===== config.mk =====
export PLATFORM = sky130hd
export DESIGN_NAME = mb_cam_ctl_flat
export DESIGN_NICKNAME = d
export VERILOG_FILES = /design/src/rtl/mb_cam_pkg.sv /design/src/rtl/mb_cam_ctl_if.sv /design/src/rtl/mb_cam_penc.sv /design/src/rtl/mb_cam_ctl.sv /design/src/flat_wrapper.sv
export SDC_FILE = /design/constraint.sdc
export NUM_CORES = 1
export LEC_CHECK = 0
export ABC_AREA = 1
export BUFFER_PORTS_ARGS = -buffer_cell sky130_fd_sc_hd__buf_2
export CELL_PAD_IN_SITES_DETAIL_PLACEMENT = 1
export CELL_PAD_IN_SITES_GLOBAL_PLACEMENT = 2
export CORE_MARGIN = 4
export CORE_UTILIZATION = 20
export DETAILED_ROUTE_END_ITERATION = 10
export GPL_TIMING_DRIVEN = 0
export MAX_ROUTING_LAYER = met4
export PLACE_DENSITY_LB_ADDON = 0.12
export SYNTH_ARGS = -nofsm -noshare
export SYNTH_HDL_FRONTEND = slang
export SYNTH_HIERARCHICAL = 1
export SYNTH_SLANG_ARGS = --single-unit

===== constraint.sdc =====
create_clock -name rclk -period 3.8 [get_ports rclk]
set_input_delay 1.14 -clock rclk [delete_from_list [all_inputs] [get_ports rclk]]
set_output_delay 1.14 -clock rclk [all_outputs]
set_load 0.05 [all_outputs]

===== src/rtl/mb_cam_pkg.sv =====
// Shared definitions for the CAM controller: geometry, key field range,
// controller state encoding and the one-hot / priority-encode helpers.
package mb_cam_pkg;

  localparam int N_ENT  = 16;
  localparam int IDX_W  = 4;
  localparam int DATA_W = 40;
  localparam int KEY_HI = 39;
  localparam int KEY_LO = 8;
  localparam int KEY_W  = KEY_HI - KEY_LO + 1;

  typedef logic [IDX_W-1:0]    idx_t;
  typedef logic [N_ENT-1:0]    vec_t;
  typedef logic [DATA_W-1:0]   data_t;
  typedef logic [KEY_HI:KEY_LO] key_t;

  // INIT sweeps every entry once, RUN serves requests.
  typedef enum logic [0:0] {
    ST_INIT = 1'b0,
    ST_RUN  = 1'b1
  } state_t;

  // Entry index to one-hot CAM row select.
  function automatic vec_t onehot(input idx_t idx);
    vec_t v;
    v      = '0;
    v[idx] = 1'b1;
    return v;
  endfunction

  // Index of the lowest set bit, 0 when no bit is set.
  function automatic idx_t prio_lowest(input vec_t v);
    idx_t r;
    r = '0;
    for (int i = N_ENT - 1; i >= 0; i--) begin
      if (v[i]) r = idx_t'(i);
    end
    return r;
  endfunction

  // True when more than one bit is set (clearing the lowest leaves something).
  function automatic logic multi_set(input vec_t v);
    return (v & (v - vec_t'(1))) != '0;
  endfunction

endpackage


===== src/rtl/mb_cam_ctl_if.sv =====
// Client-side bus of the CAM controller: allocate, free, indexed read,
// associative lookup and status. master = client, slave = controller.
interface mb_cam_ctl_if;
  import mb_cam_pkg::*;

  logic  alloc_req;
  data_t alloc_din;
  logic  alloc_gnt;
  idx_t  alloc_idx;

  logic  dealloc_vld;
  idx_t  dealloc_idx;

  logic  rd_req;
  idx_t  rd_idx;
  logic  rd_gnt;
  logic  rd_vld;
  data_t rd_data;

  logic  lk_req;
  key_t  lk_key;
  logic  lk_gnt;
  logic  lk_vld;
  logic  lk_hit;
  idx_t  lk_hit_idx;
  logic  lk_multi;

  logic  full;
  logic  busy;

  modport master (
    output alloc_req, alloc_din, dealloc_vld, dealloc_idx,
           rd_req, rd_idx, lk_req, lk_key,
    input  alloc_gnt, alloc_idx, rd_gnt, rd_vld, rd_data,
           lk_gnt, lk_vld, lk_hit, lk_hit_idx, lk_multi, full, busy
  );

  modport slave (
    input  alloc_req, alloc_din, dealloc_vld, dealloc_idx,
           rd_req, rd_idx, lk_req, lk_key,
    output alloc_gnt, alloc_idx, rd_gnt, rd_vld, rd_data,
           lk_gnt, lk_vld, lk_hit, lk_hit_idx, lk_multi, full, busy
  );

endinterface


===== src/rtl/mb_cam_penc.sv =====
// 16-bit lowest-set-bit priority encoder with any / multi flags.
// Used both to pick the free slot and to encode lookup hits.
module mb_cam_penc
  import mb_cam_pkg::*;
(
  input  vec_t vec,
  output logic any,
  output idx_t idx,
  output logic multi
);

  // Pure combinational encode of the input vector.
  always_comb begin
    any   = |vec;
    idx   = prio_lowest(vec);
    multi = multi_set(vec);
  end

endmodule


===== src/rtl/mb_cam_ctl.sv =====
// Controller in front of a 16x40 CAM macro with registered read/match outputs.
// After reset it writes INIT_DATA to every entry, then tracks entry validity,
// grants allocs (lowest free slot), deallocs, indexed reads and lookups, and
// keeps CAM reads/lookups away from entries being written in the same cycle.
// Optional feature: define MB_CAM_CTL_LKBYP_EN to let lookups proceed while an
// alloc writes, with the written entry's match bit recomputed from the
// captured write data instead of the (unreliable) CAM output.
module mb_cam_ctl
  import mb_cam_pkg::*;
#(
  parameter logic [39:0] INIT_DATA = 40'h0
)
(
  input  logic rclk,
  input  logic rst_l,
  mb_cam_ctl_if.slave cl,
  output logic cam_write_en,
  output vec_t cam_adr_w,
  output data_t cam_din,
  output logic cam_read_en,
  output vec_t cam_adr_r,
  output logic cam_lookup_en,
  output key_t cam_key,
  input  data_t cam_dout,
  input  vec_t cam_match
);

  state_t state_reg, state_next;
  idx_t   init_cnt_reg, init_cnt_next;
  vec_t   valid_reg, valid_next;

  logic   is_run;
  logic   init_wr;

  vec_t   free_vec;
  logic   free_any;
  idx_t   free_idx;
  logic   free_multi_unused;

  logic   alloc_gnt;
  logic   rd_gnt;
  logic   lk_gnt;

  logic   rd_p1_reg;
  logic   rd_vld_reg;
  data_t  rd_data_reg;

  logic   lk_p1_reg;
  logic   lk_vld_reg;
  logic   lk_hit_reg;
  idx_t   lk_hit_idx_reg;
  logic   lk_multi_reg;

  vec_t   qual_match;
  logic   hit_any;
  idx_t   hit_idx;
  logic   hit_multi;

`ifdef MB_CAM_CTL_LKBYP_EN
  logic   byp_vld_reg;
  idx_t   byp_slot_reg;
  key_t   byp_key_reg;
  key_t   lk_key_reg;
`endif

  assign free_vec = ~valid_reg;

  mb_cam_penc u_free_enc (
    .vec   (free_vec),
    .any   (free_any),
    .idx   (free_idx),
    .multi (free_multi_unused)
  );

  mb_cam_penc u_hit_enc (
    .vec   (qual_match),
    .any   (hit_any),
    .idx   (hit_idx),
    .multi (hit_multi)
  );

  // State register, INIT sweep counter and entry valid bits.
  always_ff @(posedge rclk or negedge rst_l) begin
    if (!rst_l) begin
      state_reg    <= ST_INIT;
      init_cnt_reg <= '0;
      valid_reg    <= '0;
    end else begin
      state_reg    <= state_next;
      init_cnt_reg <= init_cnt_next;
      valid_reg    <= valid_next;
    end
  end

  // Next state: leave INIT once the last entry has been written.
  always_comb begin
    state_next    = state_reg;
    init_cnt_next = init_cnt_reg;
    if (state_reg == ST_INIT) begin
      init_cnt_next = init_cnt_reg + idx_t'(1);
      if (init_cnt_reg == idx_t'(N_ENT - 1)) state_next = ST_RUN;
    end
  end

  // Grants and valid-vector update; all grants are combinational.
  always_comb begin
    is_run    = (state_reg == ST_RUN);
    alloc_gnt = cl.alloc_req & free_any & is_run;
    // A read may not target the entry that the alloc writes this cycle.
    rd_gnt    = cl.rd_req & is_run & ~(alloc_gnt & (cl.rd_idx == free_idx));
`ifdef MB_CAM_CTL_LKBYP_EN
    lk_gnt    = cl.lk_req & is_run;
`else
    // CAM match outputs are undefined while any row is being written.
    lk_gnt    = cl.lk_req & is_run & ~alloc_gnt;
`endif
    valid_next = valid_reg;
    // Free first, then set: an alloc always targets an already-invalid slot,
    // so a dealloc naming that slot is a no-op and must not undo the alloc.
    if (cl.dealloc_vld) valid_next[cl.dealloc_idx] = 1'b0;
    if (alloc_gnt)      valid_next[free_idx]       = 1'b1;
  end

  // Outputs: state decode, CAM command bus and client responses.
  always_comb begin
    // The sweep write is held off while reset is asserted.
    init_wr       = (state_reg == ST_INIT) & rst_l;
    cl.busy       = (state_reg == ST_INIT);
    cl.full       = ~free_any;

    cam_write_en  = init_wr | alloc_gnt;
    cam_adr_w     = '0;
    cam_din       = '0;
    if (init_wr) begin
      cam_adr_w = onehot(init_cnt_reg);
      cam_din   = INIT_DATA;
    end else if (alloc_gnt) begin
      cam_adr_w = onehot(free_idx);
      cam_din   = cl.alloc_din;
    end

    cam_read_en   = rd_gnt;
    cam_adr_r     = rd_gnt ? onehot(cl.rd_idx) : '0;
    cam_lookup_en = lk_gnt;
    cam_key       = lk_gnt ? cl.lk_key : '0;

    cl.alloc_gnt  = alloc_gnt;
    cl.alloc_idx  = alloc_gnt ? free_idx : '0;
    cl.rd_gnt     = rd_gnt;
    cl.rd_vld     = rd_vld_reg;
    cl.rd_data    = rd_data_reg;
    cl.lk_gnt     = lk_gnt;
    cl.lk_vld     = lk_vld_reg;
    cl.lk_hit     = lk_hit_reg;
    cl.lk_hit_idx = lk_hit_idx_reg;
    cl.lk_multi   = lk_multi_reg;
  end

  // Match qualification in the cycle after the lookup grant, using the
  // valid bits of that cycle so entries freed meanwhile do not report hits.
  for (genvar gi = 0; gi < N_ENT; gi++) begin : g_qual
`ifdef MB_CAM_CTL_LKBYP_EN
    // The row written alongside the lookup is compared from captured data.
    assign qual_match[gi] = valid_reg[gi] &
                            ((byp_vld_reg && (byp_slot_reg == idx_t'(gi))) ?
                             (byp_key_reg == lk_key_reg) : cam_match[gi]);
`else
    assign qual_match[gi] = valid_reg[gi] & cam_match[gi];
`endif
  end

  // Read and lookup pipelines: grant in N, CAM output in N+1, result in N+2.
  always_ff @(posedge rclk or negedge rst_l) begin
    if (!rst_l) begin
      rd_p1_reg      <= 1'b0;
      rd_vld_reg     <= 1'b0;
      rd_data_reg    <= '0;
      lk_p1_reg      <= 1'b0;
      lk_vld_reg     <= 1'b0;
      lk_hit_reg     <= 1'b0;
      lk_hit_idx_reg <= '0;
      lk_multi_reg   <= 1'b0;
    end else begin
      rd_p1_reg      <= rd_gnt;
      rd_vld_reg     <= rd_p1_reg;
      rd_data_reg    <= rd_p1_reg ? cam_dout : '0;
      lk_p1_reg      <= lk_gnt;
      lk_vld_reg     <= lk_p1_reg;
      lk_hit_reg     <= lk_p1_reg & hit_any;
      lk_hit_idx_reg <= lk_p1_reg ? hit_idx : '0;
      lk_multi_reg   <= lk_p1_reg & hit_multi;
    end
  end

`ifdef MB_CAM_CTL_LKBYP_EN
  // Capture the alloc key and lookup key for a lookup granted during a write.
  always_ff @(posedge rclk or negedge rst_l) begin
    if (!rst_l) begin
      byp_vld_reg  <= 1'b0;
      byp_slot_reg <= '0;
      byp_key_reg  <= '0;
      lk_key_reg   <= '0;
    end else begin
      byp_vld_reg  <= lk_gnt & alloc_gnt;
      byp_slot_reg <= free_idx;
      byp_key_reg  <= cl.alloc_din[KEY_HI:KEY_LO];
      lk_key_reg   <= cl.lk_key;
    end
  end
`endif

endmodule


===== src/flat_wrapper.sv =====
// flat-port wrapper written by rule: the top's interface ports become plain ports
module mb_cam_ctl_flat import mb_cam_pkg::*;
#(
  parameter logic [39:0] INIT_DATA = 40'h0
)
  (rclk, rst_l, cam_write_en, cam_adr_w, cam_din, cam_read_en, cam_adr_r, cam_lookup_en, cam_key, cam_dout, cam_match, cl_alloc_req, cl_alloc_din, cl_dealloc_vld, cl_dealloc_idx, cl_rd_req, cl_rd_idx, cl_lk_req, cl_lk_key, cl_alloc_gnt, cl_alloc_idx, cl_rd_gnt, cl_rd_vld, cl_rd_data, cl_lk_gnt, cl_lk_vld, cl_lk_hit, cl_lk_hit_idx, cl_lk_multi, cl_full, cl_busy);
  mb_cam_ctl_if cl_i ();
  input  logic rclk;
  input  logic rst_l;
  output logic cam_write_en;
  output vec_t cam_adr_w;
  output data_t cam_din;
  output logic cam_read_en;
  output vec_t cam_adr_r;
  output logic cam_lookup_en;
  output key_t cam_key;
  input  data_t cam_dout;
  input  vec_t cam_match;
  input wire logic [$bits(cl_i.alloc_req)-1:0] cl_alloc_req;
  input wire logic [$bits(cl_i.alloc_din)-1:0] cl_alloc_din;
  input wire logic [$bits(cl_i.dealloc_vld)-1:0] cl_dealloc_vld;
  input wire logic [$bits(cl_i.dealloc_idx)-1:0] cl_dealloc_idx;
  input wire logic [$bits(cl_i.rd_req)-1:0] cl_rd_req;
  input wire logic [$bits(cl_i.rd_idx)-1:0] cl_rd_idx;
  input wire logic [$bits(cl_i.lk_req)-1:0] cl_lk_req;
  input wire logic [$bits(cl_i.lk_key)-1:0] cl_lk_key;
  output wire logic [$bits(cl_i.alloc_gnt)-1:0] cl_alloc_gnt;
  output wire logic [$bits(cl_i.alloc_idx)-1:0] cl_alloc_idx;
  output wire logic [$bits(cl_i.rd_gnt)-1:0] cl_rd_gnt;
  output wire logic [$bits(cl_i.rd_vld)-1:0] cl_rd_vld;
  output wire logic [$bits(cl_i.rd_data)-1:0] cl_rd_data;
  output wire logic [$bits(cl_i.lk_gnt)-1:0] cl_lk_gnt;
  output wire logic [$bits(cl_i.lk_vld)-1:0] cl_lk_vld;
  output wire logic [$bits(cl_i.lk_hit)-1:0] cl_lk_hit;
  output wire logic [$bits(cl_i.lk_hit_idx)-1:0] cl_lk_hit_idx;
  output wire logic [$bits(cl_i.lk_multi)-1:0] cl_lk_multi;
  output wire logic [$bits(cl_i.full)-1:0] cl_full;
  output wire logic [$bits(cl_i.busy)-1:0] cl_busy;
  assign cl_i.alloc_req = cl_alloc_req;
  assign cl_i.alloc_din = cl_alloc_din;
  assign cl_i.dealloc_vld = cl_dealloc_vld;
  assign cl_i.dealloc_idx = cl_dealloc_idx;
  assign cl_i.rd_req = cl_rd_req;
  assign cl_i.rd_idx = cl_rd_idx;
  assign cl_i.lk_req = cl_lk_req;
  assign cl_i.lk_key = cl_lk_key;
  assign cl_alloc_gnt = cl_i.alloc_gnt;
  assign cl_alloc_idx = cl_i.alloc_idx;
  assign cl_rd_gnt = cl_i.rd_gnt;
  assign cl_rd_vld = cl_i.rd_vld;
  assign cl_rd_data = cl_i.rd_data;
  assign cl_lk_gnt = cl_i.lk_gnt;
  assign cl_lk_vld = cl_i.lk_vld;
  assign cl_lk_hit = cl_i.lk_hit;
  assign cl_lk_hit_idx = cl_i.lk_hit_idx;
  assign cl_lk_multi = cl_i.lk_multi;
  assign cl_full = cl_i.full;
  assign cl_busy = cl_i.busy;
  mb_cam_ctl #(.INIT_DATA(INIT_DATA)) u_core (.rclk(rclk), .rst_l(rst_l), .cl(cl_i), .cam_write_en(cam_write_en), .cam_adr_w(cam_adr_w), .cam_din(cam_din), .cam_read_en(cam_read_en), .cam_adr_r(cam_adr_r), .cam_lookup_en(cam_lookup_en), .cam_key(cam_key), .cam_dout(cam_dout), .cam_match(cam_match));
endmodule

==> summary.txt, run 1 <==
Status
  • Status: finished with violations
  • Failing checks: negative setup slack

CTS
  • # hold bufs at CTS: 0
  • Clock Pin Slew Worst Setup and Hold Paths: 0.06 ns
  • Clk_lat worst skew: 0.34 ns
  • Clock Sinks: 71
  • CTS H-tree lvls: 3
  • Clock tree from TritonCTS: done
  • CTS Buf Count: 9
  • Root buf cell: clkbuf_16
  • Maximum clock insertion buffer count: 2

Detailed routing
  • Drt pass-1 iters: 4
  • Initial DRC Count: 117
  • Via/cell ratio: 3.88
  • DRT Wirelength: 18800 um
  • DR DRC count: 0
  • Via count: 5110
  • DRT antenna net count: 0
  • Avg WL per Cell: 14.3 um

Floorplanning
  • Starting Density: 20.4%
  • Die width: 158 um
  • Die H: 158 um
  • # IOs: 306
  • Core Region: 21900 sq um
  • Full die area: 24800 sq um
  • Row count: 54

Placed design
  • Port bufs: 305
  • Inst Count DP: 1278
  • GP Congestion: 0.736
  • Cell Area, Placed: 6380 sq um
  • HPWL after detailed placement: 15800 um

Global route
  • Initial antenna violation count: 0
  • Grt total ovfl: 0
  • Largest net degree at the start of global routing: 33
  • Vias in the first global route: 5391
  • First-pass GRT wire length: 28400 um
  • Gr usage total: 15.1%

Job
  • Maxcap violations: 0

Pwr
  • Sw frac: 45.9%
  • Max rail drop VDD: 0.000241 V
  • P_int: 1.94 mW
  • Logic pwr share: 50.5%
  • Final Power: 3.59 mW
  • Sequential Power Share: 25.4%
  • Clock group share of total power: 24.1%
  • Lkg Pwr: 4.77 nW
  • Psw: 1.65 mW
  • Power density cells: 491 nW/um^2

Critical path
  • Critical path class: flip-flop to output pin
  • Req. time, crit path: 2.66 ns
  • Crit end category: output pin
  • Worst path arrival time: 2.67 ns
  • CP max FO: 5
  • Startpoint types: flip-flop

Timing
  • Endpoints failing hold: 0
  • Fmax: 262 MHz
  • Clock Skews: 0.00797 ns
  • RSZ-0062 raised after global routing: yes
  • Tmin final: 3.81 ns
  • Hold slack: 0.485 ns
  • Final Max Slew Viols: 0
  • Final worst path period share: 100%
  • Final setup viols: 1
  • Final worst slack: -0.0135 ns
  • Worst rel slew slack: 63.2%
  • Worst-Margin Slew: 0.550 ns

Finish
  • Fin nets: 1177
  • Fin cells: 1317
  • Layout cells sized above 1: 41.2%
  • Max reg flops: 40
  • Fillcell total: 2866
  • Design area: 7320 sq um
  • Final Util: 33.4%
  • Area grow syn2layout: 63.6%

Min path
  • Hold crit path type: flip-flop to flip-flop

Synth
  • Mapped Nets: 838
  • Synthesized area: 4470 sq um
  • Mapped Avg Cell Area: 6.47 sq um
  • Warnings from Yosys: 6
  • Syn Inst Count: 692
[through the flow]
stage	setup slack (ns)	TNS [ns]
after global placement	-1.11	-16.81
after floorplan	0.107	0
after global routing	-0.257	-5.14
final	-0.0135	-0.0135
after CTS	-0.0474	-0.340
after detailed placement	-0.142	-0.632
[layer usage]
layer	up-vias	share of wire, %	GRT usage [%]
li1	2649	-	-
met1	2268	40	17.5
met2	174	52	26.3
met3	19	6.9	4.18
met4	0	1.6	3.07
met5	-	0	-
[placed cells by master, fill, tap and decap left out, types with 9 or more instances in the layout]
cell,instances
buf_4,28
o21ai_0,27
nor2_4,12
inv_1,200
buf_2,280
dfrtp_1,71
buf_6,22
nor2_2,16
nand2_1,163
clkbuf_16,9
nor2_1,103
[worst max-delay path, cell delays in order (launching register included)]
cell     delay [ns]
dfrtp_1        0.39
inv_2          0.09
inv_1          0.04
nand2_1        0.06
nand2_1        0.06
nand2_1        0.06
nand2_1        0.04
nand2_1        0.05
nand2_1        0.05
nand2_1        0.05
nand2_1        0.05
nand2_1        0.05
nand2_1        0.05
nand2_1        0.06
nand2_2        0.06
a21oi_4        0.22
buf_6          0.13
nand2_1        0.04
nand2_1        0.07
nor2_2         0.04
nand3_2        0.07
nand2_4        0.08
buf_12         0.13
buf_16         0.13
nor2_4         0.09
buf_6          0.16
[final cells by class]
cell class,instances,area [sq um],area share [%]
clock inverters,7,80.1,1.09
diodes,1,2.50,0.0342
flip-flops and latches,71,1780,24.3
multi-input cells,397,2040,27.9
inverters,208,788,10.8
repair buffers,328,1960,26.8
well taps,280,350,4.79
plain buffers,16,93.8,1.28
clock buffers,9,225,3.08
[what timing repair did]
item,4_1_cts,5_1_grt
gates cloned,2,0
setup buffers,6,14
gates resized for setup,45,82
pin swaps,3,8
endpoints found under the setup margin,34,65
[path summary, 6_finish.rpt]
path | from | to | slack [ns] | cells after the start
max | u_core/valid_reg[13] | cam_adr_r[10] | -0.01 | 25
min | u_core/rd_p1_reg | u_core/cl.rd_vld | 0.48 | 0
min reg2reg | u_core/rd_p1_reg | u_core/cl.rd_vld | 0.48 | 0
max reg2reg | u_core/valid_reg[13] | u_core/valid_reg[5] | 1.54 | 21
max in group asynchronous | rst_l | u_core/cl.lk_hit | 2.57 | 2
min in group asynchronous | rst_l | u_core/valid_reg[13] | 0.66 | 1
[power by group through the flow]
stage / Sequential (mW) / Combinational [mW] / Clock, mW
4_1_cts: 0.917 / 1.64 / 0.893
3_5_place_dp: 0.931 / 1.50 / 0
3_3_place_gp: 0.928 / 1.49 / 0
2_1_floorplan: 1.07 / 0.916 / 0
5_1_grt: 0.926 / 1.98 / 0.932
6_report: 0.913 / 1.81 / 0.864
(Power assumes the default switching activity.)
==> inputs of run 2 (changes only) <==
--- a/config.mk
+++ b/config.mk
@@ -5,12 +5,12 @@
 export SDC_FILE = /design/constraint.sdc
 export NUM_CORES = 1
 export LEC_CHECK = 0
-export ABC_AREA = 1
 export BUFFER_PORTS_ARGS = -buffer_cell sky130_fd_sc_hd__buf_2
 export CELL_PAD_IN_SITES_DETAIL_PLACEMENT = 1
 export CELL_PAD_IN_SITES_GLOBAL_PLACEMENT = 2
 export CORE_MARGIN = 4
-export CORE_UTILIZATION = 20
+export CORE_UTILIZATION = 21
+export CTS_BUF_LIST = sky130_fd_sc_hd__clkbuf_8 sky130_fd_sc_hd__clkbuf_16
 export DETAILED_ROUTE_END_ITERATION = 10
 export GPL_TIMING_DRIVEN = 0
 export MAX_ROUTING_LAYER = met4
==> summary.txt, run 2 <==
Status
  • Status: finished with violations
  • Failing checks: negative setup slack

Floorplanning
  • # IOs: 306 (unchanged)
  • Row count: 51 (-5.6%)
  • Starting Density: 21.4% (+0.97 points)
  • Full die area: 22200 sq um (-11%)
  • Die width: 149 um (-5.5%)
  • Core Region: 19500 sq um (-11%)
  • Die H: 149 um (-5.5%)

CTS
  • Clock Pin Slew Worst Setup and Hold Paths: 0.06 ns (about the same)
  • Clk_lat worst skew: 0.34 ns (about the same)
  • Maximum clock insertion buffer count: 2 (unchanged)
  • Clock tree from TritonCTS: done
  • CTS H-tree lvls: 3 (unchanged)
  • Clock Sinks: 71 (unchanged)
  • Root buf cell: clkbuf_16
  • CTS Buf Count: 9 (unchanged)

Synth
  • Warnings from Yosys: 6 (unchanged)
  • Synthesized area: 4170 sq um (-6.9%)
  • Mapped Avg Cell Area: 8.96 sq um (+39%)
  • Syn Inst Count: 465 (-33%)
  • Mapped Nets: 611 (-27%)

Detailed routing
  • DR DRC count: 0 (unchanged)
  • DRT antenna net count: 0 (unchanged)
  • Via/cell ratio: 4.33 (+11%)
  • DRT Wirelength: 18400 um (-2.3%)
  • Drt pass-1 iters: 4 (unchanged)
  • Initial DRC Count: 117 (unchanged)
  • Avg WL per Cell: 17.1 um (+19%)
  • Via count: 4672 (-8.6%)

Timing
  • Worst rel slew slack: 51.6% (-12 points)
  • RSZ-0062 raised after global routing: yes
  • Fmax: 259 MHz (-1.2%)
  • Tmin final: 3.86 ns (+0.0470 ns)
  • Final setup viols: 15 (+14)
  • Endpoints failing hold: 0 (unchanged)
  • Clock Skews: 0.0120 ns (+0.00403 ns)
  • Worst-Margin Slew: 0.723 ns (+0.173 ns)
  • Final Max Slew Viols: 0 (unchanged)
  • Final worst slack: -0.0605 ns (-0.0470 ns)
  • Final worst path period share: 102% (+1.2 points)

Finish
  • Most common cell after layout, fill and taps aside: buf_2
  • # diodes: 0 (-1)
  • Fin nets: 956 (-19%)
  • Layout cells sized above 1: 54.5% (+13 points)
  • Design area: 7350 sq um (+0.41%)
  • Sequential cell area: 1780 sq um (unchanged)
  • Fin cells: 1080 (-18%)
  • Max reg flops: 40 (unchanged)
  • Area of the multi-input gates: 2620 sq um (+28%)
  • Area grow syn2layout: 76.4%
  • Fillcell total: 2336 (-18%)
  • Most frequent cells in the layout: 248 x buf_2, 137 x and2_1, 71 x dfrtp_1

Critical path
  • Critical Path Sink: cam_adr_r[5]
  • Worst path top cell family by delay: simple AND/OR/NAND/NOR gates
  • Slowest cell on the critical path: or4_4
  • Most used cell, CP: buf_6
  • Slack of the worst reg-to-reg path: 1.30 ns (-0.24 ns)
  • Crit path buffers/inverters: 3 (-3)
  • Critical path class: flip-flop to output pin
  • Crit end category: output pin
  • Critical path cell sequence: inv_1, or4_4, nand2b_4, a21oi_4, xor2_2, nor4_4, buf_6, a2111oi_4, buf_6
  • Reg-to-reg endpoint: u_core/cl.lk_multi
  • Worst Setup SP: u_core/valid_reg[9]
  • Req. time, crit path: 2.66 ns (about the same)
  • Critical Path Stages: 9 (-64%)
  • Startpoint types: flip-flop
  • CP max FO: 7 (+2)
  • Worst path arrival time: 2.72 ns (+0.05 ns)
  • Slowest stage delay, CP: 0.54 ns (+0.15 ns)
  • Worst Reg2Reg Path Length in Cells: 8 (-62%)
  • Worst r2r src: u_core/valid_reg[2]

Placed design
  • Cell Area, Placed: 6110 sq um (-4.2%)
  • GP Congestion: 0.820 (+11%)
  • HPWL after detailed placement: 14700 um (-6.8%)
  • Port bufs: 303 (-0.66%)
  • Inst Count DP: 1034 (-19%)

Global route
  • Grt total ovfl: 0 (unchanged)
  • First-pass GRT wire length: 28200 um (-0.73%)
  • Vias in the first global route: 5317 (-1.4%)
  • Largest net degree at the start of global routing: 50 (+52%)
  • Gr usage total: 16.5% (+1.4 points)
  • Initial antenna violation count: 0 (unchanged)

Job
  • Maxcap violations: 0 (unchanged)

Pwr
  • Power density cells: 494 nW/um^2 (+0.67%)
  • Final Power: 3.63 mW (+1.1%)
  • Lkg Pwr: 3.57 nW (-25%)
  • Max rail drop VDD: 0.000224 V (-6.8%)

Min path
  • Hold crit path type: flip-flop to flip-flop
==> run 2: repair_timing <==
item | CTS | global route
resized for setup | 105 | 78
gates cloned | 1 | 1
setup buffers | 22 | 9
hold buffers | 0 | 0
endpoints found under the setup margin | 110 | 67
endpoints found under the hold margin | 0 | 0
pin swaps | 25 | 23
==> run 2: area by class of cell <==
cell class	count	share of cell area, %
buffer	21	1.74
clock inverter	6	0.732
tap	265	4.51
clock buffer	10	3.25
sequential	71	24.2
inverter	29	1.48
timing repair buffer	337	28.5
multi-input combinational	341	35.6
==> run 2: routing by layer <==
layer,vias up,wire (um),track usage (%)
met5,-,0,-
met4,0,130,3.94
met3,9,927,3.25
met2,160,10200,30.7
met1,2254,7150,18.2
li1,2249,-,-
==> run 2: worst min path at each step <==
stage / startpoint / to / slack [ns] / cells past startpoint
after global routing: u_core/rd_p1_reg / u_core/cl.rd_vld / 0.54 / 0
after floorplan: u_core/rd_p1_reg / u_core/cl.rd_vld / 0.41 / 0
after CTS: u_core/rd_p1_reg / u_core/cl.rd_vld / 0.52 / 0
after detailed placement: u_core/rd_p1_reg / u_core/cl.rd_vld / 0.49 / 0
after global placement: u_core/rd_p1_reg / u_core/cl.rd_vld / 0.50 / 0
final: u_core/lk_p1_reg / u_core/cl.lk_vld / 0.51 / 0
==> run 2: through the flow <==
stage | hold slack [ns] | worst slack (ns) | util [%] | setup TNS, ns
after global placement | 0.497 | -0.817 | 31.3 | -19.03
after CTS | 0.517 | -0.0395 | 36.0 | -0.468
after floorplan | 0.406 | -0.434 | - | -5.45
after global routing | 0.544 | -0.198 | 37.8 | -3.99
final | 0.510 | -0.0605 | 37.8 | -0.350
after detailed placement | 0.494 | -0.567 | 31.4 | -11.46
==> run 2: power by group <==
group          internal [mW]  switching, mW
clock                  0.470          0.350
combinational          0.669           1.24
sequential             0.848         0.0546
total                   1.99           1.64
